[config.mk]
export PLATFORM = sky130hd
export DESIGN_NAME = mmio_port_bridge
export DESIGN_NICKNAME = d
export VERILOG_FILES = /design/src/rtl/mmio_port_bridge.sv
export SDC_FILE = /design/constraint.sdc
export NUM_CORES = 1
export LEC_CHECK = 0
export CAP_MARGIN = 10
export CORE_MARGIN = 2
export CORE_UTILIZATION = 25
export CTS_CLUSTER_SIZE = 20
export DETAILED_ROUTE_END_ITERATION = 16
export PLACE_DENSITY_LB_ADDON = 0.05
export SKIP_CTS_REPAIR_TIMING = 1
export SYNTH_ARGS = -nofsm -noshare
export SYNTH_HDL_FRONTEND = slang
export SYNTH_SLANG_ARGS = --single-unit
[constraint.sdc]
create_clock -name clk -period 2.7 [get_ports clk]
set_input_delay 0.27 -clock clk [delete_from_list [all_inputs] [get_ports clk]]
set_output_delay 0.27 -clock clk [all_outputs]
set_load 0.01 [all_outputs]
[src/rtl/mmio_port_bridge.sv]
// MMIO port-pair endpoint: toggle-coded commands on the odd word drive a TX FIFO
// toward a valid/ready sink, and pop an RX FIFO filled by a valid/ready source.
module mmio_port_bridge #(
  parameter int FIFO_DEPTH = 8
) (
  input  logic        clk,
  input  logic        rst_n,
  input  logic [15:0] data_word,
  input  logic [15:0] cmd_word,
  output logic [15:0] rd_data,
  output logic [15:0] status,
  output logic        tx_valid,
  output logic [15:0] tx_data,
  input  logic        tx_ready,
  input  logic        rx_valid,
  input  logic [15:0] rx_data,
  output logic        rx_ready
);

  localparam int              PTR_W   = $clog2(FIFO_DEPTH);
  localparam logic [4:0]      DEPTH_C = 5'(FIFO_DEPTH);
  localparam logic [PTR_W-1:0] LAST_C = PTR_W'(FIFO_DEPTH - 1);

  // Wrap by compare so depths that are not a power of two work.
  function automatic logic [PTR_W-1:0] ptr_inc(input logic [PTR_W-1:0] p);
    return (p == LAST_C) ? '0 : p + PTR_W'(1);
  endfunction

  logic [15:0] tx_mem [0:FIFO_DEPTH-1];
  logic [15:0] rx_mem [0:FIFO_DEPTH-1];

  logic [2:0]       cmd_prev_q;
  logic [PTR_W-1:0] tx_head_q, tx_head_d, tx_tail_q, tx_tail_d;
  logic [PTR_W-1:0] rx_head_q, rx_head_d, rx_tail_q, rx_tail_d;
  logic [4:0]       tx_count_q, tx_count_d, rx_count_q, rx_count_d;
  logic             tx_ovf_q, tx_ovf_d, rx_udf_q, rx_udf_d;
  logic             push_ack_q, push_ack_d, pop_ack_q, pop_ack_d;

  logic [2:0] evt;
  logic       clear_evt, tx_push, tx_pop, tx_reject, rx_fill, rx_pop, rx_reject;
  logic       unused_cmd_bits;

  assign unused_cmd_bits = ^cmd_word[15:3];

  assign evt       = cmd_word[2:0] ^ cmd_prev_q;
  assign clear_evt = evt[2];

  assign tx_valid = (tx_count_q != 5'd0);
  assign tx_data  = tx_valid ? tx_mem[tx_head_q] : 16'h0000;
  assign rx_ready = (rx_count_q < DEPTH_C);
  assign rd_data  = (rx_count_q != 5'd0) ? rx_mem[rx_head_q] : 16'h0000;

  // Full/empty decisions use the pre-edge counts, so a same-cycle drain or
  // fill never rescues a push into a full TX FIFO or a pop from an empty RX FIFO.
  assign tx_push   = evt[0] & ~clear_evt & (tx_count_q < DEPTH_C);
  assign tx_reject = evt[0] & ~clear_evt & (tx_count_q >= DEPTH_C);
  assign tx_pop    = tx_valid & tx_ready & ~clear_evt;
  assign rx_fill   = rx_valid & rx_ready & ~clear_evt;
  assign rx_pop    = evt[1] & ~clear_evt & (rx_count_q != 5'd0);
  assign rx_reject = evt[1] & ~clear_evt & (rx_count_q == 5'd0);

  assign status = {pop_ack_q, push_ack_q, rx_udf_q, tx_ovf_q,
                   (rx_count_q != 5'd0), (tx_count_q == DEPTH_C),
                   rx_count_q, tx_count_q};

  always_comb begin
    // NOTE: every _d gets a default first so no path leaves a variable unassigned, which would infer a latch.
    tx_head_d  = tx_pop  ? ptr_inc(tx_head_q) : tx_head_q;
    tx_tail_d  = tx_push ? ptr_inc(tx_tail_q) : tx_tail_q;
    rx_head_d  = rx_pop  ? ptr_inc(rx_head_q) : rx_head_q;
    rx_tail_d  = rx_fill ? ptr_inc(rx_tail_q) : rx_tail_q;
    tx_count_d = tx_count_q + 5'(tx_push) - 5'(tx_pop);
    rx_count_d = rx_count_q + 5'(rx_fill) - 5'(rx_pop);
    tx_ovf_d   = tx_ovf_q | tx_reject;
    rx_udf_d   = rx_udf_q | rx_reject;
    push_ack_d = tx_push ? cmd_word[0] : push_ack_q;
    pop_ack_d  = rx_pop  ? cmd_word[1] : pop_ack_q;
    if (clear_evt) begin
      tx_head_d  = '0;
      tx_tail_d  = '0;
      rx_head_d  = '0;
      rx_tail_d  = '0;
      tx_count_d = '0;
      rx_count_d = '0;
      tx_ovf_d   = 1'b0;
      rx_udf_d   = 1'b0;
    end
  end

  always_ff @(posedge clk or negedge rst_n) begin
    // NOTE: non-blocking assignments here so every register samples pre-edge values regardless of statement order.
    if (!rst_n) begin
      cmd_prev_q <= '0;
      tx_head_q  <= '0;
      tx_tail_q  <= '0;
      rx_head_q  <= '0;
      rx_tail_q  <= '0;
      tx_count_q <= '0;
      rx_count_q <= '0;
      tx_ovf_q   <= 1'b0;
      rx_udf_q   <= 1'b0;
      push_ack_q <= 1'b0;
      pop_ack_q  <= 1'b0;
    end else begin
      cmd_prev_q <= cmd_word[2:0];
      tx_head_q  <= tx_head_d;
      tx_tail_q  <= tx_tail_d;
      rx_head_q  <= rx_head_d;
      rx_tail_q  <= rx_tail_d;
      tx_count_q <= tx_count_d;
      rx_count_q <= rx_count_d;
      tx_ovf_q   <= tx_ovf_d;
      rx_udf_q   <= rx_udf_d;
      push_ack_q <= push_ack_d;
      pop_ack_q  <= pop_ack_d;
    end
  end

  // NOTE: storage arrays are not reset; zero counts make stale entries invisible.
  always_ff @(posedge clk) begin
    if (tx_push) tx_mem[tx_tail_q] <= data_word;
    if (rx_fill) rx_mem[rx_tail_q] <= rx_data;
  end

endmodule

; Word-level counts from Yosys, hierarchy flattened
; Memory sizes are Yosys's and may differ from the RTL's.
; Index checks and enable logic that the tools add are counted.
[classes]
addsub = 8
n_lt_le_gt_ge = 3
eq_ne = 5
mux = 22
n_bitwise = 14
n_reduce_logical = 7
[ops]
columns = operator, n
row1 = $mux 3, 12
row2 = $mux 16, 2
row3 = $add 3x1->3 const B, 4
row4 = $eq 3x3->1 const B, 4
row5 = $add 5x1->5, 2
row6 = $and 1x1->1, 10
row7 = $lt 5x4->1 const B, 2
row8 = $mux 5, 2
row9 = $reduce_bool 5->1, 2
row10 = $sub 5x1->5, 2
row11 = $reduce_bool 2->1, 4
row12 = $mux 1, 6
row13 = $eq 5x4->1 const B, 1
row14 = $ge 5x4->1 const B, 1
row15 = $logic_not 5->1, 1
row16 = $xor 3x3->3, 1
row17 = $or 1x1->1, 2
row18 = $not 1->1, 1
[totals]
register_bits = 29
ram_bits = 256
inputBits = 52
out_inout_bits = 50
wordCells = 72
mem_count = 2
[mem_list]
columns = memory, words, width, rd, rd_clocked_by_memory_dff, wr, line
row1 = rx_mem, 8, 16, 1, 0, 1, 30  ; logic [15:0] rx_mem [0:FIFO_DEPTH-1];
row2 = tx_mem, 8, 16, 1, 0, 1, 29  ; logic [15:0] tx_mem [0:FIFO_DEPTH-1];

; Depth between registers and ports, before layout
[depth]
depth_word = 7
depth_mapped = 14
depth_no_buf = 14

; Worst setup path before layout
; Ideal clock, no wire load.
[synth_path]
kind = register to register
startpoint = register cmd_prev_q[2]
endpoint = memory tx_mem[0][0] (enable)
setup_ps = 430
arrival_ps = 2545
required_time_ps = 2270
slack_ps = -275
stages_incl_launch_ff = 4
path_buffers = 0
period_less_slack_ps = 2975
path_cell_list = dfrtp_1 -> xnor2_2 -> nand3_1 -> nor4_1
[synth_via]
elab_chain_cells = 6
[synth_lines]
columns = item, line
row1 = "start, declared", 32  ; logic [2:0] cmd_prev_q;
row2 = "start signal, assigned", 105  ; cmd_prev_q <= cmd_word[2:0];
row3 = $xor 3x3->3, 45  ; assign evt = cmd_word[2:0] ^ cmd_prev_q;
row4 = $not 1->1, 55  ; assign tx_push = evt[0] & ~clear_evt & (tx_count_q < DEPTH_C);
row5 = $and 1x1->1 (2 in series), 55
row6 = $mux 1, 121  ; if (tx_push) tx_mem[tx_tail_q] <= data_word;
row7 = $mux 1 (implied by the code), 121
row8 = "end, declared", 29
; No other way between the ends.

; Worst setup path after layout
[layout_path]
startpoint = register tx_count_q[3]
endpoint = register tx_count_q[4]
[layout_via]
elab_chain_cells = 5
elab_cells_between_ends = 8
cone_classes = add/sub (2) / order compare (1) / mux (1) / bitwise (3) / reduce/logical (1)
[layout_lines]
columns = item, line
row1 = "start, declared", 35  ; logic [4:0] tx_count_q, tx_count_d, rx_count_q, rx_count_d;
row2 = "start signal, assigned", 110  ; tx_count_q <= tx_count_d;
row3 = $lt 5x4->1 or $reduce_bool 5->1 (tied branches), "55, 48"
row4 = $and 1x1->1 (on tied branches), "55, 57"
row5 = $add 5x1->5 or $and 1x1->1 (tied branches), "72, 57"
row6 = $sub 5x1->5 *, 72  ; tx_count_d = tx_count_q + 5'(tx_push) - 5'(tx_pop);
row7 = $mux 5 *, 78  ; if (clear_evt) begin
row8 = via tx_count_d[4], 35
; Mark *: on every way through the listed nets, which the timed path passes. The rest lies on a longest branch.
; A chain may end at the register's enable or synchronous reset.

==> parameters.txt <==
Parameter                              Value

Run status
  Run status    complete, but fails checks
  Failing checks    setup timing

Floorplan
  Chip width    218.2 um
  Placeable core region    45380 um^2
  Number of placement rows    78
  Die height    218.2 um
  Die area    47620 um^2
  Number of top-level design ports    102
  Initial core utilization    25.28%

Route
  Average wire length per cell after detail routing    20.34 um
  Iter 0 DRT Violations    337
  Total length of routed wires    28.21 mm
  Count of antenna-violating nets left after detailed routing    0
  Count of TritonRoute iterations in the first routing pass    4
  Overall via count from detail_route    6021
  Number of vias per cell    4.341
  Number of design rule violations left after detail routing    0

STA
  Endpoints failing setup    2
  Fin Setup TNS    -0.01300 ns
  Final clock period utilization by the worst path    100.2%
  Final Hold Vio Count    0
  Number of max-slew violations in the final report    0
  Measured slew at the worst slew-check pin    0.4134 ns
  Final Worst Setup Slack    -0.006561 ns
  RSZ-0062 raised after global routing    true
  Headroom to the max-slew limit    72.44%
  Fin crit period    2.707 ns
  Setup Skew    0.01897 ns
  Timing-limited maximum frequency    0.3695 GHz

Synth
  Count of unique library cells instantiated by Yosys    43
  Top cells by count, synth    256 x sky130_fd_sc_hd__edfxtp_1, 64 x sky130_fd_sc_hd__mux4_2, 31 x sky130_fd_sc_hd__inv_1
  Area share of the largest cell type after synthesis    67.01%
  Post-synth top area cell    sky130_fd_sc_hd__edfxtp_1
  Async S/R FF share, synth    10.18%
  Seq cells post-synth    285
  Mapped Area    11470 um^2
  Dominant synthesized flop cell    sky130_fd_sc_hd__edfxtp_1
  Proportion of synthesized chip area in sequential cells    73.33%
  Most used standard cell by instance count after synthesis    sky130_fd_sc_hd__edfxtp_1
  Area contributors post-synth    sky130_fd_sc_hd__edfxtp_1 67%, sky130_fd_sc_hd__mux4_2 13%, sky130_fd_sc_hd__dfrtp_1 6.3%
  Synth Warn #    0
  Average cell area after synthesis    19.25 um^2
  Mapped Nets    673
  Instance count of the mapped netlist    596
  Count of flip-flops with a built-in enable after synthesis    256

Pwr
  Worst ir drop on vdd    0.4011 mV
  Power density relative to cell area    966.8 nW/um^2
  Pleak    5.223 nW

GRT
  Wire length of the first global-routing pass    42.10 mm
  Number of antenna violations at the first check in global routing    2
  Overflow after GRT    0
  Maximum number of pins on one net before global-route repair    35
  Global-route usage over all layers    12.22%
  Via count of the first global-routing pass    6645

Clocking
  Number of clock sinks seen by CTS    285
  Clock-pin slew on the worst setup and hold paths    0.06 ns
  CTS H-tree depth    2
  CTS Buf Count    35
  CTS Buffer Depth    3
  Clock tree from TritonCTS    built
  Clock latency on the worst-skew pair    0.54 ns
  Root Buffer Master    sky130_fd_sc_hd__clkbuf_16

Worst setup path
  Slowest cell delay on critical path    0.47 ns
  Buffers & Inverters on Critical Path    3
  CP Max Fanout    3
  Cell-by-cell trace of the critical path    inv_2 > ha_4 > or4b_4 > nand2_4 > nor2_2 > ha_1 > inv_2 > ha_4 > inv_2 > fa_2 > nand2b_4 > a21oi_2 > o21ai_1 > a21oi_1
  Most frequent CP cell    sky130_fd_sc_hd__inv_2
  Source of the worst register-to-register timing path    tx_count_q[3]
  Worst path top cell family by delay    adder cells
  Data required time of the worst path    3.15 ns
  Sort of element at the end of the critical path    flip-flop
  Data arrival time of the critical path    3.15 ns
  Kind of start point of the critical path    flip-flop
  Type of the worst setup path    flip-flop to flip-flop
  R2r endpoint    tx_count_q[4]
  Reg2reg path depth    14
  Reg-to-reg setup timing slack    -0.007 ns
  Worst path slowest cell    sky130_fd_sc_hd__or4b_4

Place
  Final weighted congestion of routability-driven global placement    0.7034
  Count of buffers from port buffering    88
  Cell count after placement    1309
  HPWL after detailed placement    16.44 mm

Final layout
  Count of placed standard cells in the final layout, fillers left out    1387
  Layout Area Growth over Synthesis    29.65%
  Share of layout cells above drive strength 1    28.84%
  Final net count    840
  Number of inserted diodes    0
  Final core utilization    32.78%

Job
  Max Cap Violations    0

Hold path
  Worst hold path type    input port to async pin
## area by class of cell
type,count,area [um^2]
fillers,4379,30510
flip-flops and latches,285,8418
multi-input cells,250,2855
repair buffers,160,1663
clock buffers,43,927.1
well taps,600,750.7
clock inverters,18,143.9
inverters,31,116.4
## metrics by stage
| step | power, mW | worst slack (ns) | hold WS [ns] | instance area (um^2) |
|---|---|---|---|---|
| 6_report | 14.38 | -0.006561 | 0.1376 | 14870 |
| 5_1_grt | 15.20 | -0.1717 | 0.1596 | 14870 |
| 4_1_cts | 14.49 | -0.4249 | 0.1216 | 14670 |
| 3_5_place_dp | 9.958 | -0.08787 | 0.4772 | 13600 |
| 3_3_place_gp | 9.908 | -0.04839 | 0.4573 | 13600 |
| 2_1_floorplan | 7.768 | 0.01290 | -0.02559 | 11490 |
## power breakdown
group | leakage [nW] | total (mW) | internal (mW) | switching (mW)
clock | 0.517 | 4.42 | 2.62 | 1.80
combinational | 2.02 | 4.74 | 2.51 | 2.24
sequential | 2.69 | 5.22 | 5.06 | 0.158
## sequential cells by signal (all words and copies together), names as in the netlist
name and count:
tx_tail_q 3, cmd_prev_q 3, tx_mem 128, rx_udf_q 1
rx_tail_q 3, tx_ovf_q 1, push_ack_q 1, tx_count_q 5
rx_head_q 3, pop_ack_q 1, rx_count_q 5, tx_head_q 3
rx_mem 128
## logic make-up (layout without fill, tap and decap cells)
kind of cell | Yosys count | after routing | synth area share, %
buffers and inverters | 61 | 252 | 2.923
AOI/OAI and AO/OA | 59 | 59 | 3.217
and+or+nand+nor | 91 | 91 | 4.166
xor gates and xnor gates | 9 | 9 | 0.7525
adders and majority gates | 25 | 25 | 2.858
DFF | 285 | 285 | 73.33
muxes | 66 | 66 | 12.75
## routing by layer
metal  track usage (%)  share of wire (%)  up-vias
li1                  -                  -     2708
met5                 0               0.10        -
met3             2.811                4.4       54
met4             4.354                2.4        4
met1             14.04                 41     3148
met2             22.15                 52      107
## worst register-to-register path, cell delays in order (launching register included)
cell	delay (ns)
sky130_fd_sc_hd__dfrtp_1	0.38
sky130_fd_sc_hd__inv_2	0.09
sky130_fd_sc_hd__ha_4	0.12
sky130_fd_sc_hd__or4b_4	0.47
sky130_fd_sc_hd__nand2_4	0.10
sky130_fd_sc_hd__nor2_2	0.04
sky130_fd_sc_hd__ha_1	0.30
sky130_fd_sc_hd__inv_2	0.07
sky130_fd_sc_hd__ha_4	0.14
sky130_fd_sc_hd__inv_2	0.04
sky130_fd_sc_hd__fa_2	0.38
sky130_fd_sc_hd__nand2b_4	0.15
sky130_fd_sc_hd__a21oi_2	0.12
sky130_fd_sc_hd__o21ai_1	0.09
sky130_fd_sc_hd__a21oi_1	0.15
## how the worst max path moves through the flow
| stage | slack, ns | from | end | cells past startpoint |
|---|---|---|---|---|
| 6_report | -0.007 | tx_count_q[3] | tx_count_q[4] | 14 |
| 5_1_grt | -0.17 | tx_count_q[3] | tx_count_q[4] | 14 |
| 4_1_cts | -0.42 | tx_count_q[3] | tx_data[13] | 8 |
| 3_5_place_dp | -0.09 | cmd_word[2] | tx_count_q[4] | 12 |
| 3_3_place_gp | -0.05 | cmd_word[2] | tx_count_q[4] | 12 |
| 2_1_floorplan | 0.01 | tx_count_q[2] | tx_count_q[4] | 14 |
## cell usage in the layout, fill, tap and decap left out, types with 21 or more instances in the layout
| cell | count |
|---|---|
| sky130_fd_sc_hd__edfxtp_1 | 256 |
| sky130_fd_sc_hd__mux4_2 | 64 |
| sky130_fd_sc_hd__clkdlybuf4s50_1 | 55 |
| sky130_fd_sc_hd__buf_4 | 48 |
| sky130_fd_sc_hd__clkbuf_16 | 37 |
| sky130_fd_sc_hd__dfrtp_1 | 27 |
| sky130_fd_sc_hd__inv_1 | 26 |
| sky130_fd_sc_hd__nor2_1 | 22 |
| sky130_fd_sc_hd__nand3_1 | 21 |
| sky130_fd_sc_hd__ha_1 | 21 |
No activity file was read; power rests on OpenSTA's default activity.
